===== config.mk =====
export PLATFORM = sky130hd
export DESIGN_NAME = axi4_m_w_split
export DESIGN_NICKNAME = d
export VERILOG_FILES = /design/src/rtl/axi4_m_w_split.sv
export SDC_FILE = /design/constraint.sdc
export NUM_CORES = 1
export LEC_CHECK = 0
export CAP_MARGIN = 20
export CORE_AREA = 2 2 269 271
export CTS_CLUSTER_DIAMETER = 150
export DETAILED_ROUTE_END_ITERATION = 8
export DIE_AREA = 0 0 271 273
export GPL_TIMING_DRIVEN = 1
export PLACE_DENSITY_LB_ADDON = 0.1
export SKIP_CTS_REPAIR_TIMING = 1
export SLEW_MARGIN = 20
export SYNTH_ARGS = -nofsm -noshare
export SYNTH_HDL_FRONTEND = slang
export SYNTH_SLANG_ARGS = --single-unit

===== constraint.sdc =====
create_clock -name i_clk -period 5.2 [get_ports i_clk]
set_clock_uncertainty 0.2 [all_clocks]
set_input_delay 1.04 -clock i_clk [delete_from_list [all_inputs] [get_ports i_clk]]
set_output_delay 1.04 -clock i_clk [all_outputs]
set_load 0.02 [all_outputs]

===== src/rtl/axi4_m_w_split.sv =====
// AXI4 write master: splits one descriptor into INCR bursts capped at MAXB beats.
// Bursts never cross a 4 KB boundary. Only one burst is in flight at a time.
module axi4_m_w_split #(
  parameter int TAGW     = 3,
  parameter int ADRW     = 32,
  parameter int DATW     = 256,
  parameter int STBW     = DATW/8,
  parameter int MAXB     = 256,
  parameter int CNTW     = 16,
  parameter int BURST_ID = 0
) (
  input  logic            i_clk,
  input  logic            i_rst,
  input  logic [ADRW-1:0] i_req_addr,
  input  logic [CNTW-1:0] i_req_beats,
  input  logic            i_req_valid,
  output logic            o_req_ready,
  input  logic [DATW-1:0] i_dat_data,
  input  logic [STBW-1:0] i_dat_strb,
  input  logic            i_dat_valid,
  output logic            o_dat_ready,
  output logic [TAGW-1:0] o_m_awid,
  output logic [ADRW-1:0] o_m_awaddr,
  output logic [7:0]      o_m_awlen,
  output logic [2:0]      o_m_awsize,
  output logic [1:0]      o_m_awburst,
  output logic            o_m_awvalid,
  input  logic            i_m_awready,
  output logic [DATW-1:0] o_m_wdata,
  output logic [STBW-1:0] o_m_wstrb,
  output logic            o_m_wlast,
  output logic            o_m_wvalid,
  input  logic            i_m_wready,
  input  logic [TAGW-1:0] i_m_bid,
  input  logic [1:0]      i_m_bresp,
  input  logic            i_m_bvalid,
  output logic            o_m_bready,
  output logic            o_done,
  output logic            o_err
);
  localparam int SZ = $clog2(STBW);

  typedef enum logic [2:0] {S_IDLE, S_AW, S_W, S_B, S_DONE} state_t;

  state_t          state_q, state_d;
  logic [ADRW-1:0] addr_q, addr_d;
  logic [CNTW-1:0] rem_q, rem_d;
  logic [7:0]      awlen_q, awlen_d;
  logic [7:0]      beat_q, beat_d;
  logic            err_q, err_d;
  logic [8:0]      blen, nb;
  logic            unused_bid;

  // Beats available before the next 4 KB line, clamped by MAXB and what is left.
  function automatic logic [8:0] calc_blen(input logic [ADRW-1:0] a, input logic [CNTW-1:0] r);
    logic [31:0] t, m, rr;
    t  = (32'd4096 - {20'd0, a[11:0]}) >> SZ;
    m  = 32'(MAXB);
    rr = 32'(r);
    if (m < t)  t = m;
    if (rr < t) t = rr;
    return t[8:0];
  endfunction

  assign blen       = {1'b0, awlen_q} + 9'd1;
  assign unused_bid = ^i_m_bid;

  always_comb begin
    state_d = state_q;
    addr_d  = addr_q;
    rem_d   = rem_q;
    awlen_d = awlen_q;
    beat_d  = beat_q;
    err_d   = err_q;
    nb      = 9'd1;
    case (state_q)
      S_IDLE: if (i_req_valid) begin
        addr_d  = i_req_addr;
        rem_d   = i_req_beats;
        err_d   = 1'b0;
        nb      = calc_blen(i_req_addr, i_req_beats);
        awlen_d = 8'(nb - 9'd1);
        state_d = S_AW;
      end
      S_AW: if (i_m_awready) begin
        beat_d  = 8'd0;
        state_d = S_W;
      end
      S_W: if (i_dat_valid && i_m_wready) begin
        beat_d = beat_q + 8'd1;
        if (beat_q == awlen_q) state_d = S_B;
      end
      S_B: if (i_m_bvalid) begin
        err_d  = err_q | (i_m_bresp != 2'b00);
        addr_d = addr_q + (ADRW'(blen) << SZ);
        rem_d  = rem_q - CNTW'(blen);
        if (rem_d != '0) begin
          nb      = calc_blen(addr_d, rem_d);
          awlen_d = 8'(nb - 9'd1);
          state_d = S_AW;
        end else begin
          state_d = S_DONE;
        end
      end
      S_DONE:  state_d = S_IDLE;
      default: state_d = S_IDLE;
    endcase
  end

  always_ff @(posedge i_clk or posedge i_rst) begin
    if (i_rst) begin
      state_q <= S_IDLE;
      addr_q  <= '0;
      rem_q   <= '0;
      awlen_q <= '0;
      beat_q  <= '0;
      err_q   <= 1'b0;
    end else begin
      state_q <= state_d;
      addr_q  <= addr_d;
      rem_q   <= rem_d;
      awlen_q <= awlen_d;
      beat_q  <= beat_d;
      err_q   <= err_d;
    end
  end

  assign o_req_ready = (state_q == S_IDLE);
  assign o_m_awid    = TAGW'(BURST_ID);
  assign o_m_awsize  = 3'(SZ);
  assign o_m_awburst = 2'b01;
  assign o_m_awaddr  = addr_q;
  assign o_m_awlen   = awlen_q;
  assign o_m_awvalid = (state_q == S_AW);
  // Data path is a zero-latency pass-through, held at zero outside the data phase.
  assign o_m_wvalid  = (state_q == S_W) & i_dat_valid;
  assign o_dat_ready = (state_q == S_W) & i_m_wready;
  assign o_m_wdata   = (state_q == S_W) ? i_dat_data : '0;
  assign o_m_wstrb   = (state_q == S_W) ? i_dat_strb : '0;
  assign o_m_wlast   = (state_q == S_W) & (beat_q == awlen_q);
  assign o_m_bready  = (state_q == S_B);
  assign o_done      = (state_q == S_DONE);
  assign o_err       = (state_q == S_DONE) & err_q;
endmodule


Word level (Yosys, flattened, before mapping)
Cells that the tools add are included.
- add/sub/neg operators: 8
- order comparisons: 4
- equal/unequal tests: 11
- mux-type cells: 39
- bitwise logic cells: 5
- reductions and logical operators: 10
- operator list (kind ; number):
    256-bit 2-to-1 mux ; 1
    32-bit 2-to-1 mux ; 8
    8-bit 2-to-1 mux ; 12
    16-bit by 32-bit less-than comparator with 1-bit output ; 2
    32-bit one-hot mux with 2 select lines ; 1
    9-bit by 27-bit less-than comparator with 1-bit output, first input constant ; 2
    27-bit 2-to-1 mux ; 2
    32-bit by 14-bit adder with 32-bit output ; 1
    16-bit 2-to-1 mux ; 2
    16-bit one-hot mux with 2 select lines ; 1
    8-bit one-hot mux with 2 select lines ; 2
    13-bit by 12-bit subtractor with 14-bit output, first input constant ; 2
    3-bit 2-to-1 mux ; 6
    16-bit nonzero test ; 1
    16-bit by 9-bit subtractor with 16-bit output ; 1
    8-bit by 1-bit subtractor with 8-bit output, second input constant ; 2
    3-bit one-hot mux with 4 select lines ; 1
    8-bit by 1-bit adder with 9-bit output, second input constant ; 1
    8-bit by 1-bit adder with 8-bit output, second input constant ; 1
    8-bit equality test ; 1
    2-bit inequality test, second input constant ; 4
    3-bit by 2-bit equality test with 1-bit output, second input constant ; 2
    3-bit AND reduction ; 2
    2-bit nonzero test ; 3
    11 further kinds ; 16
- flip-flop bits (word level): 68
- input bits: 348
- output and inout bits: 344
- word-level logic and storage cells: 83

Depth between registers and ports, before layout
Gate-level depths: netlist of the first run.
- depth after elaboration: 17
- depth in mapped cells: 24
- mapped depth without buffers: 23

Worst setup path before layout of the first run
OpenSTA, ideal clock, no wires.
- kind: input -> register
- start point: input i_req_addr[1]
- end point: register awlen_q[7], in the netlist o_m_awlen[7]
- library setup time: 0.082 ns
- arrival: 5.430 ns
- data required time: 4.918 ns
- slack: -0.512 ns
- cell stages on the path: 18
- buffers on the path: 1
- cell sequence: or4_1 or3_1 nor3_1 nand2b_1 or3_1 or2_2 ha_1 a211oi_1 nand2_1 nor4_1 nand2_1 o21ai_1 clkbuf_1 o211ai_1 o31ai_4 nand2_2 or4_1 a31oi_1
- longest elaborated chain between the ends: 12
- ends and longest elaborated chain (what ; line ; RTL):
    start: declaration ; 14 ; input logic [ADRW-1:0] i_req_addr,
    13-bit by 12-bit subtractor with 14-bit output (*) ; 57 ; t = (32'd4096 - {20'd0, a[11:0]}) >> SZ;
    9-bit by 27-bit less-than comparator with 1-bit output ; 60 ; if (m < t) t = m;
    27-bit 2-to-1 mux (*) ; 60 ;
    32-bit 2-to-1 mux (*) ; 77 ; S_IDLE: if (i_req_valid) begin
    32-bit 2-to-1 mux (*) ; 76 ; case (state_q)
    16-bit by 32-bit less-than comparator with 1-bit output ; 61 ; if (rr < t) t = rr;
    8-bit 2-to-1 mux (*) ; 61 ;
    8-bit 2-to-1 mux (*) ; 77 ;
    8-bit 2-to-1 mux (*) ; 76 ;
    8-bit by 1-bit subtractor with 8-bit output (*) ; 82 ; awlen_d = 8'(nb - 9'd1);
    8-bit 2-to-1 mux (*) ; 77 ;
    8-bit one-hot mux with 2 select lines (*) ; 76 ;
    end signal: assignment ; 122 ; awlen_q <= awlen_d;
    end: declaration ; 48 ; logic [7:0] awlen_q, awlen_d;
Every way passes the cells marked *; elsewhere a longest branch is shown, timed or not. The select of a mux whose other input is x is not followed.
A chain may end at the register's enable or synchronous reset.

Worst setup path in the final report of the first run
- start point: input i_req_addr[3]
- end point: register awlen_q[7], in the netlist o_m_awlen[7]
The elaborated chain is that of the path after synthesis.

==> metrics.md, run 1 <==
| Metric | Value |
|---|---|
| Worst skew pair latency | between 0.3 and 0.4 ns |
| Largest area contributor in the netlist | and2_1 |
| First-pass GRT wire length | a little under 100 mm |
| Place WS | -0.8045 ns |
| Detail Placement HPWL | ~64 mm |
| Bufs on Longest Clock Path | 2 |
| Vias | ~10000 |
| CP max stage delay | roughly 0.54 ns |
| H-tree Lvls | 3 |
| Leakage power | ~6.5 nW |
| EDFF count, synth | 0 |
| Worst Hold Depth | 2 |
| Clock network fraction of design power | 0.062 |
| Total GRT Usage | 0.1917 |
| CP required | ~5.3 ns |
| Number of detailed-route iterations in the first pass | 5 |
| Hold crit path type | flip-flop to flip-flop |
| Max-cap violation count | 0 |
| Switching Fraction | 0.5239 |
| Via/cell ratio | around 3.9 |
| Commonest non-fill, non-tap cells in the layout | clkdlybuf4s50_1 (676), and2_1 (298), nand2_1 (98) |
| Commonest non-fill, non-tap cell in the layout | clkdlybuf4s50_1 |
| Area delta synth->final | 120.0% |
| Sequential area share after synthesis | 0.2277 |
| Failing checks | setup timing |
| Port bufs | between 600 and 700 |
| Psw | ~0.0056 W |
| # fillers | 7791 |
| Setup crit start kind | input port |
| Routed WL | 74.45 mm |
| Sequential power share | 0.100 |
| Syn Area/Cell | 7.445 µm² |
| Worst EP arrival | approximately 5.4 ns |
| Async S/R FF share, synth | 1.000 |
| Crit path max fanout | 4 |
| IO Pins | about 690 |
| CP Class | input port to flip-flop |
| CTS tree | yes |
| Setup violators final | 4 |
| DRC | 0 |
| Vias in the first global route | approximately 10000 |
| Worst path slowest cell | or4_4 |
| Clk pin slew, worst setup/hold paths | approximately 0.060 ns |
| Fmax | 188.1 MHz |
| R2R cell count | 21 |
| Share of cells above drive strength 1 | 0.08907 |
| Die Y | between 200 and 300 µm |
| Initial antenna violation count | 47 |
| Crit. path cell count | 20 |
| Drt wl/cell | roughly 28 µm |
| # nets final | between 2000 and 2500 |
| RSZ-0062 raised after global routing | true |
| Synth Register Bits | between 60 and 70 |
| Maximum VDD drop | between 0.0003 and 0.0004 V |
| Worst slew margin | 0.5603 |
| Rows | just under 100 |
| Worst Setup End Kind | flip-flop |
| Fin util | 0.2316 |
| Post-Synthesis Cells | between 1000 and 1500 |
| Clock root buffer | clkbuf_16 |
| PwrDens | ~660 nW/µm² |
| Final Slew Violations | 0 |
| Area fraction of the dominant cell type after synthesis | 0.2494 |
| Distinct cells, synth | 70 |
| CP Cell Sequence | buf_6 > or4_4 > or3_4 > nor3_4 > nand2b_1 > or3_4 > buf_6 > xnor2_4 > ha_2 > a211oi_2 > nand2_1 > nor4_4 > nand2_1 > o21ai_4 > nor2_1 > o21a_1 > a31oi_4 > nand3_2 > or4_4 > a31oi_1 |
| RD Place Congestion | a little over 0.9 |
| Critical path buffers and inverters | 2 |
| Post-route minimum period | ~5.3 ns |
| Die area | 73980 µm² |
| Delay-heaviest family, CP | simple AND/OR/NAND/NOR gates |
| Crit share post-route | 1.022 |
| Synth Cell Area | ~7500 µm² |
| Post-route ant nets | 0 |
| Initial core utilization | 0.1053 |
| Dominant cells by area after synthesis | and2_1 (25%), dfrtp_1 (23%), ha_1 (5.9%) |
| Initial DRC count | 589 |
| Logic pwr share | 0.838 |
| Number of CTS-inserted buffers | 9 |
| Synthesis warning total | 0 |
| CTS sink count | between 60 and 70 |
| Die width | 271 µm |
| Remaining Overflow, GRT | 0 |
| Final Hold Vio Count | 0 |
| Final worst slack | -0.1151 ns |
| Core region area | 71000 µm² |
| Outcome | finished, violations left |
| Worst-Margin Slew | 0.6566 ns |
| Post-synth top flop | dfrtp_1 |
| Pint | about 0.0051 W |
| Largest net degree at the start of global routing | between 90 and 100 |
[synthesized netlist by cell type, drive strengths merged, types with 12 or more instances]
cell type,count
nand3,27
clkbuf,55
and3,12
o21ai,43
a21oi,44
nor2,49
xnor2,21
and2,298
xor2,22
inv,29
dfrtp,68
buf,13
nand2,100
ha,35
a21o,12
[logic make-up (layout without fill, tap and decap cells)]
kind of cell / after synthesis / count (layout) / share of synthesized area
simple gates: 551 / 551 / 0.4114
compound gates: 198 / 198 / 0.1820
buf+inv: 98 / 817 / 0.05390
flops: 68 / 68 / 0.2277
xor+xnor: 43 / 43 / 0.05038
fa+ha+maj: 37 / 37 / 0.06394
mux: 7 / 7 / 0.009709
other cells: 2 / 23 / 0.001005
[final timing paths]
check / startpoint / end / slack (ns)
max in group asynchronous: i_rst / o_m_awaddr[22] / 3.34
max reg2reg: o_m_awlen[0] / o_m_awlen[7] / 0.12
min reg2reg: rem_q[3] / rem_q[3] / 0.30
min in group asynchronous: i_rst / o_m_awaddr[0] / 0.92
min: rem_q[3] / rem_q[3] / 0.30
max: i_req_addr[3] / o_m_awlen[7] / -0.12
[sequential cells by signal (all words and copies together) (netlist names)]
name / cells
o_m_awlen: 8
o_m_awaddr: 32
beat_q: 8
rem_q: 16
state_q: 3
err_q: 1
[through the flow]
stage               cell area [µm²]  setup TNS, ns  hold slack (ns)  std cells  total power [W]
global placement              15950         -4.138           0.2820       2656          0.01013
CTS                           16250         -1.735           0.2918       2671          0.01084
detailed placement            15950         -4.698           0.2775       2656          0.01007
floorplan                      7556       -0.08483           0.2555       1010         0.005464
global route                  16420         -1.504           0.3460       2685          0.01149
finish                        16450        -0.3192           0.2969       2694          0.01078
[routing by layer]
metal | GRT usage | routed length [µm] | vias to the layer above
li1 | - | - | 4870
met1 | 0.2553 | 34190 | 5006
met2 | 0.2831 | 31520 | 480
met3 | 0.08743 | 7542 | 70
met4 | 0.03388 | 862 | 38
met5 | 0.01091 | 330 | -
[cell type report]
| type | count | area [µm²] | share of cell area |
|---|---|---|---|
| Timing Repair Buffer | 772 | 7552 | 0.4592 |
| Multi-Input combinational cell | 844 | 5549 | 0.3374 |
| Sequential cell | 68 | 1702 | 0.1035 |
| Tap cell | 950 | 1189 | 0.07228 |
| Clock buffer | 14 | 274.0 | 0.01666 |
| Inverter | 30 | 112.6 | 0.006847 |
| Antenna cell | 15 | 37.54 | 0.002282 |
| Clock inverter | 1 | 30.03 | 0.001826 |
[power groups by stage]
stage,registers (W),logic (W),clock network [W]
global route,0.00112,0.00965,0.000718
finish,0.00107,0.00903,0.000673
detailed placement,0.00108,0.00898,0
global placement,0.00108,0.00905,0
CTS,0.00108,0.00906,0.000700
floorplan,0.00116,0.00430,0
[worst reg2reg max path: stages, from the launching register on]
cell	delay (ns)
dfrtp_1	0.40
ha_1	0.32
inv_1	0.08
fa_1	0.43
nor2b_1	0.12
o21ai_0	0.08
buf_4	0.16
a21boi_0	0.33
nor2_1	0.17
nor3_2	0.26
nand2b_1	0.17
ha_1	0.25
a21o_1	0.16
a21o_1	0.16
a21oi_1	0.18
o21a_1	0.31
buf_4	0.19
a21oi_1	0.10
o31ai_4	0.29
nand2_1	0.11
or4_4	0.41
a31oi_1	0.14
(Power assumes the default switching activity.)
==> run 2, diff against run 1 <==
--- a/config.mk
+++ b/config.mk
@@ -10,6 +10,7 @@
 export CTS_CLUSTER_DIAMETER = 150
 export DETAILED_ROUTE_END_ITERATION = 8
 export DIE_AREA = 0 0 271 273
+export GPL_ROUTABILITY_DRIVEN = 0
 export GPL_TIMING_DRIVEN = 1
 export PLACE_DENSITY_LB_ADDON = 0.1
 export SKIP_CTS_REPAIR_TIMING = 1
==> run 2 against run 1 <==
The run still ends with setup timing left. Final area fell by 0.30%. Combinational power fell by 0.6%. Highest routed layer unchanged. Largest cell class unchanged. Non-clock buffer count fell by 2. Largest power group unchanged.
==> metrics.md, run 2 (same netlist as run 1, synthesis figures left out) <==
| Metric | Value |
|---|---|
| Post-route ant nets | 0 (unchanged) |
| Post-route minimum period | 5.301 ns (was 5.315 ns) |
| Clk pin slew, worst setup/hold paths | 0.06 ns (about the same) |
| # nets final | 2108 (was 2110) |
| Worst-Margin Slew | 0.6605 ns (was 0.6566 ns) |
| RR Startpoint | o_m_awlen[0] (unchanged) |
| Maximum VDD drop | 0.0003588 V (was 0.0003138 V) |
| Setup violators final | 5 (was 4) |
| Crit path launch | i_req_addr[4] (was i_req_addr[3]) |
| Die Y | 273 µm (unchanged) |
| Worst path slowest cell | or4_4 (unchanged) |
| Pwr Total | 0.01065 W (was 0.01078 W) |
| Vias in the first global route | 10320 (was 10260) |
| Port bufs | 680 (unchanged) |
| Leakage power | 6.454 nW (was 6.473 nW) |
| Worst R2R End | o_m_awlen[5] (was o_m_awlen[7]) |
| H-tree Lvls | 3 (unchanged) |
| Vias | 10320 (was 10460) |
| Clock root buffer | clkbuf_16 (unchanged) |
| Initial core utilization | 0.1053 (unchanged) |
| Outcome | finished, violations left (unchanged) |
| Clock network fraction of design power | 0.056 (was 0.062) |
| Hold crit path type | flip-flop to flip-flop (unchanged) |
| CP Class | input port to flip-flop (unchanged) |
| Die width | 271 µm (unchanged) |
| Bufs on Longest Clock Path | 2 (unchanged) |
| Worst EP arrival | 5.40 ns (was 5.39 ns) |
| PwrDens | 649.7 nW/µm² (was 655.5 nW/µm²) |
| CTS sink count | 68 (unchanged) |
| Total GRT Usage | 0.1927 (was 0.1917) |
| CP max stage delay | 0.52 ns (was 0.54 ns) |
| Remaining Overflow, GRT | 0 (unchanged) |
| Worst Setup End Kind | flip-flop (unchanged) |
| Max-cap violation count | 0 (unchanged) |
| Via/cell ratio | 3.829 (was 3.884) |
| Number of detailed-route iterations in the first pass | 4 (was 5) |
| CP Cell Sequence | buf_6 > or4_4 > or3_4 > nor3_4 > nand2b_1 > or3_4 > or2_4 > ha_4 > a211oi_2 > nand2_1 > nor4_4 > nand2_1 > o21ai_2 > nor2_1 > o21a_1 > a31oi_4 > nand3_2 > buf_6 > or4b_1 > nand3_1 (was buf_6 > or4_4 > or3_4 > nor3_4 > nand2b_1 > or3_4 > buf_6 > xnor2_4 > ha_2 > a211oi_2 > nand2_1 > nor4_4 > nand2_1 > o21ai_4 > nor2_1 > o21a_1 > a31oi_4 > nand3_2 > or4_4 > a31oi_1) |
| Max reg flops | 32 (unchanged) |
| Drt wl/cell | 27.59 µm (was 27.63 µm) |
| Detail Placement HPWL | 63.72 mm (was 63.81 mm) |
| Place WS | -0.7821 ns (was -0.8045 ns) |
| Commonest non-fill, non-tap cell in the layout | clkdlybuf4s50_1 (unchanged) |
| Initial DRC count | 607 (was 589) |
| Setup crit end | o_m_awlen[5] (was o_m_awlen[7]) |
| Area delta synth->final | 119.4% (was 120.0%) |
| Final Hold Vio Count | 0 (unchanged) |
| Setup crit start kind | input port (unchanged) |
| Hold wc startpoint | rem_q[3] (unchanged) |
| Fmax | 188.6 MHz (was 188.1 MHz) |
| Failing checks | setup timing (unchanged) |
| Min Hold Slack | 0.2962 ns (was 0.2969 ns) |
| Number of CTS-inserted buffers | 9 (unchanged) |
| Post-route setup TNS | -0.3077 ns (was -0.3192 ns) |
| Worst slew margin | 0.5596 (was 0.5603) |
| Worst skew pair latency | 0.36 ns (about the same) |
| Die area | 73980 µm² (unchanged) |
| R2R cell count | 21 (unchanged) |
| Switching Fraction | 0.5284 (was 0.5239) |
| Routed WL | 74.39 mm (was 74.45 mm) |
| Initial antenna violation count | 28 (was 47) |
| Fin util | 0.2310 (was 0.2316) |
| Crit share post-route | 1.019 (was 1.022) |
| CTS tree | yes (unchanged) |
| Sequential power share | 0.101 (was 0.100) |
| Final worst slack | -0.1009 ns (was -0.1151 ns) |
| Core region area | 71000 µm² (unchanged) |
| Share of cells above drive strength 1 | 0.09149 (was 0.08907) |
| Crit path max fanout | 3 (was 4) |
| Pint | 0.005023 W (was 0.005132 W) |
| Rows | 98 (unchanged) |
| RSZ-0062 raised after global routing | true (unchanged) |
| Largest net degree at the start of global routing | 113 (was 98) |
| CP required | 5.30 ns (was 5.28 ns) |
| Commonest non-fill, non-tap cells in the layout | clkdlybuf4s50_1 (676), and2_1 (297), nand2_1 (98) (was clkdlybuf4s50_1 (676), and2_1 (298), nand2_1 (98)) |
| Psw | 0.005629 W (was 0.005647 W) |
| Logic pwr share | 0.843 (was 0.838) |
| FF-to-FF setup slack | 0.13 ns (was 0.12 ns) |
| DRC | 0 (unchanged) |
| Final Slew Violations | 0 (unchanged) |
| IO Pins | 692 (unchanged) |
| First-pass GRT wire length | 97.03 mm (was 96.08 mm) |
[run 2: cell types whose count changed in the layout (fill, tap and decap cells not counted), moves of 2 or more]
| cell | before | now |
|---|---|---|
| buf_6 | 4 | 6 |
| buf_4 | 85 | 80 |
| clkinv_2 | 0 | 5 |
| diode_2 | 15 | 19 |
| clkbuf_1 | 2 | 0 |
| clkbuf_8 | 3 | 0 |
| o21ai_2 | 1 | 3 |
[run 2: cell type report]
cell class                 instances  area [µm²]
sequential                        68        1702
clock inverter                     6       32.53
tap                              950        1189
timing repair buffer             770        7557
inverter                          30       112.6
clock buffer                       9       225.2
fill                            7827       54600
multi-input combinational        844        5532
antenna                           19       47.55
[run 2: worst min path at each step]
stage	end	slack [ns]	depth (start not counted)
2_1_floorplan	rem_q[3]	0.26	2
3_3_place_gp	rem_q[3]	0.28	2
3_5_place_dp	rem_q[3]	0.29	2
4_1_cts	rem_q[3]	0.30	2
5_1_grt	rem_q[11]	0.34	1
6_report	rem_q[3]	0.30	2
[run 2: critical path: cells and delay by family]
kind                     cells  cell delay (ns)
AND/OR/NAND/NOR             13             3.18
adder cells (fa/ha/maj)      1             0.24
AO/OA/AOI/OAI                4             0.71
buffers and inverters        2             0.23
[run 2: per-stage QoR]
step	area, µm²	instances
6_report	16400	2696
5_1_grt	16350	2677
4_1_cts	16210	2670
3_5_place_dp	15950	2655
3_3_place_gp	15950	2655
2_1_floorplan	7556	1010
[run 2: routing by layer]
layer  up-vias  wire length, µm  GRT usage
met3        52             6536    0.06476
met4        20              633    0.02268
met5         -              130          0
li1       4869                -          -
met1      4950            35330     0.2712
met2       431            31760     0.2903
[run 2: power groups by stage]
stage	registers (W)	clock network, W	logic (W)
floorplan	0.00116	0	0.00430
global placement	0.00108	0	0.00900
detailed placement	0.00108	0	0.00894
CTS	0.00108	0.000616	0.00900
global route	0.00111	0.000631	0.00968
finish	0.00108	0.000591	0.00898
==> run 3, diff against run 2 <==
--- a/config.mk
+++ b/config.mk
@@ -11,7 +11,7 @@
 export DETAILED_ROUTE_END_ITERATION = 8
 export DIE_AREA = 0 0 271 273
 export GPL_ROUTABILITY_DRIVEN = 0
-export GPL_TIMING_DRIVEN = 1
+export GPL_TIMING_DRIVEN = 0
 export PLACE_DENSITY_LB_ADDON = 0.1
 export SKIP_CTS_REPAIR_TIMING = 1
 export SLEW_MARGIN = 20
==> run 3 against run 2 <==
The flow still finishes with violations (setup timing). Total power decreased by 3.9%. Die area did not move. Largest power group unchanged. Wire length up 0.80%. Clock power is 8.8% higher. First-iteration DRC count is 14% higher. Global-route usage is 0.086 points higher. Non-clock buffer count is 4 lower. Final cell count shrank 0.41%.
==> metrics.md, run 3 (same netlist as run 1, synthesis figures left out) <==
| Metric | Value |
|---|---|
| # placed instances | 2641 (was 2655) |
| Worst Hold Depth | 2 (unchanged) |
| Initial DRC count | 694 (was 607) |
| Worst Setup End Kind | flip-flop (unchanged) |
| RR Startpoint | o_m_awlen[1] (was o_m_awlen[0]) |
| IO Pins | 692 (unchanged) |
| Total GRT Usage | 0.1935 (was 0.1927) |
| Initial core utilization | 0.1053 (unchanged) |
| Initial antenna violation count | 34 (was 28) |
| Die width | 271 µm (unchanged) |
| Die area | 73980 µm² (unchanged) |
| Fmax | 181.1 MHz (was 188.6 MHz) |
| Worst-Margin Slew | 1.115 ns (was 0.6605 ns) |
| CTS tree | yes (unchanged) |
| CP max stage delay | 0.54 ns (was 0.52 ns) |
| Final Hold Vio Count | 0 (unchanged) |
| Port bufs | 680 (unchanged) |
| Core region area | 71000 µm² (unchanged) |
| Number of detailed-route iterations in the first pass | 5 (was 4) |
| Final Slew Violations | 0 (unchanged) |
| Drt wl/cell | 27.93 µm (was 27.59 µm) |
| Worst EP arrival | 5.61 ns (was 5.40 ns) |
| Maximum VDD drop | 0.0002905 V (was 0.0003588 V) |
| CP Cell Sequence | buf_6 > or4_4 > or3_4 > nor3_4 > nand2b_1 > or3_4 > or2_4 > ha_4 > a211oi_2 > nand2_1 > nor4_4 > nand2_1 > o21ai_4 > nor2_1 > o21a_1 > a31oi_4 > nand3_2 > or4_1 > a31oi_1 (was buf_6 > or4_4 > or3_4 > nor3_4 > nand2b_1 > or3_4 > or2_4 > ha_4 > a211oi_2 > nand2_1 > nor4_4 > nand2_1 > o21ai_2 > nor2_1 > o21a_1 > a31oi_4 > nand3_2 > buf_6 > or4b_1 > nand3_1) |
| Clock root buffer | clkbuf_16 (unchanged) |
| CP Class | input port to flip-flop (unchanged) |
| Worst slew margin | 0.2512 (was 0.5596) |
| Crit. path cell count | 19 (was 20) |
| First-pass GRT wire length | 96.54 mm (was 97.03 mm) |
| Worst path slowest cell | or4_4 (unchanged) |
| Outcome | finished, violations left (unchanged) |
| Critical path buffers and inverters | 1 (was 2) |
| # fillers | 7748 (was 7827) |
| Hold crit path type | flip-flop to flip-flop (unchanged) |
| Rows | 98 (unchanged) |
| Number of CTS-inserted buffers | 9 (unchanged) |
| Crit path launch | i_req_addr[3] (was i_req_addr[4]) |
| Post-route ant nets | 0 (unchanged) |
| Pwr Total | 0.01024 W (was 0.01065 W) |
| Post-route minimum period | 5.521 ns (was 5.301 ns) |
| Remaining Overflow, GRT | 0 (unchanged) |
| Delay-heaviest family, CP | simple AND/OR/NAND/NOR gates (unchanged) |
| Setup violators final | 7 (was 5) |
| Post-route setup TNS | -1.502 ns (was -0.3077 ns) |
| # nets final | 2104 (was 2108) |
| Crit share post-route | 1.062 (was 1.019) |
| Commonest non-fill, non-tap cells in the layout | clkdlybuf4s50_1 (676), and2_1 (298), nand2_1 (98) (was clkdlybuf4s50_1 (676), and2_1 (297), nand2_1 (98)) |
| CTS sink count | 68 (unchanged) |
| Area delta synth->final | 116.3% (was 119.4%) |
| Leakage power | 6.220 nW (was 6.454 nW) |
| Vias in the first global route | 10220 (was 10320) |
| DRC | 0 (unchanged) |
| Bufs on Longest Clock Path | 2 (unchanged) |
| RSZ-0062 raised after global routing | true (unchanged) |
| Non-filler cells, final | 2685 (was 2696) |
| Vias | 10340 (was 10320) |
| Final worst slack | -0.3213 ns (was -0.1009 ns) |
| Die Y | 273 µm (unchanged) |
| Clk pin slew, worst setup/hold paths | 0.06 ns (about the same) |
| Worst skew pair latency | 0.37 ns (was 0.36 ns) |
| Routed WL | 74.99 mm (was 74.39 mm) |
| Crit path max fanout | 7 (was 3) |
| Hold wc startpoint | err_q (was rem_q[3]) |
| Failing checks | setup timing (unchanged) |
| Commonest non-fill, non-tap cell in the layout | clkdlybuf4s50_1 (unchanged) |
| Setup crit start kind | input port (unchanged) |
| Share of cells above drive strength 1 | 0.06032 (was 0.09149) |
| Place WS | -1.285 ns (was -0.7821 ns) |
| Largest net degree at the start of global routing | 41 (was 113) |
| R2R cell count | 20 (was 21) |
| PwrDens | 633.1 nW/µm² (was 649.7 nW/µm²) |
| H-tree Lvls | 3 (unchanged) |
| Detail Placement HPWL | 65.88 mm (was 63.72 mm) |
| Max reg flops | 32 (unchanged) |
| Max-cap violation count | 0 (unchanged) |
| Via/cell ratio | 3.852 (was 3.829) |
| CP required | 5.29 ns (was 5.30 ns) |
## run 3: cell types whose count changed in the layout (fill, tap and decap cells not counted), moves of 3 or more
cell / before / now
clkinv_2: 5 / 1
buf_1: 0 / 3
clkbuf_1: 0 / 53
buf_6: 6 / 2
clkbuf_8: 0 / 3
diode_2: 19 / 11
buf_12: 5 / 0
buf_4: 80 / 27
## run 3: area by class of cell
cell class                      count  area (µm²)  share of cell area
Timing Repair Buffer              699        6963              0.4307
Antenna cell                       11       27.53            0.001703
Buffer                             67       295.3             0.01826
Clock buffer                       13       270.3             0.01672
Multi-Input combinational cell    844        5583              0.3453
Tap cell                          950        1189             0.07352
Clock inverter                      3       20.02            0.001238
Inverter                           30       115.1            0.007120
Sequential cell                    68        1704              0.1054
## run 3: metrics by stage
| step | util | area [µm²] | hold slack, ns |
|---|---|---|---|
| final | 0.2277 | 16170 | 0.3155 |
| after global routing | 0.2275 | 16150 | 0.3323 |
| after CTS | 0.2236 | 15880 | 0.3186 |
| after detailed placement | 0.2195 | 15590 | 0.3007 |
| after global placement | 0.2190 | 15550 | 0.2895 |
| after floorplan | - | 7556 | 0.2555 |
## run 3: per-layer routing
layer	vias up	part of all wire	global-route usage
met4	34	0.0074	0.02515
met5	-	0.0061	0.02632
met2	488	0.44	0.2952
met3	54	0.11	0.08347
met1	4912	0.44	0.2554
li1	4855	-	-
## run 3: path summary, 6_finish.rpt
kind                            slack [ns]              to
worst min register to register        0.32           err_q
worst max register to register       -0.16    o_m_awlen[7]
max in group asynchronous             3.37  o_m_awaddr[13]
min in group asynchronous             0.83   o_m_awaddr[3]
worst max-delay path                 -0.32    o_m_awlen[7]
worst min-delay path                  0.32           err_q
## run 3: tightest hold or removal path, delay by kind of cell, from the launching register on
family	cells	cell delay, ns
compound gates	1	0.05
flops	1	0.37
buf+inv	1	0.05
## run 3: power breakdown
part / internal (W) / switching (W)
clock: 0.000362 / 0.000281
combinational: 0.00347 / 0.00503
sequential: 0.000771 / 0.000324
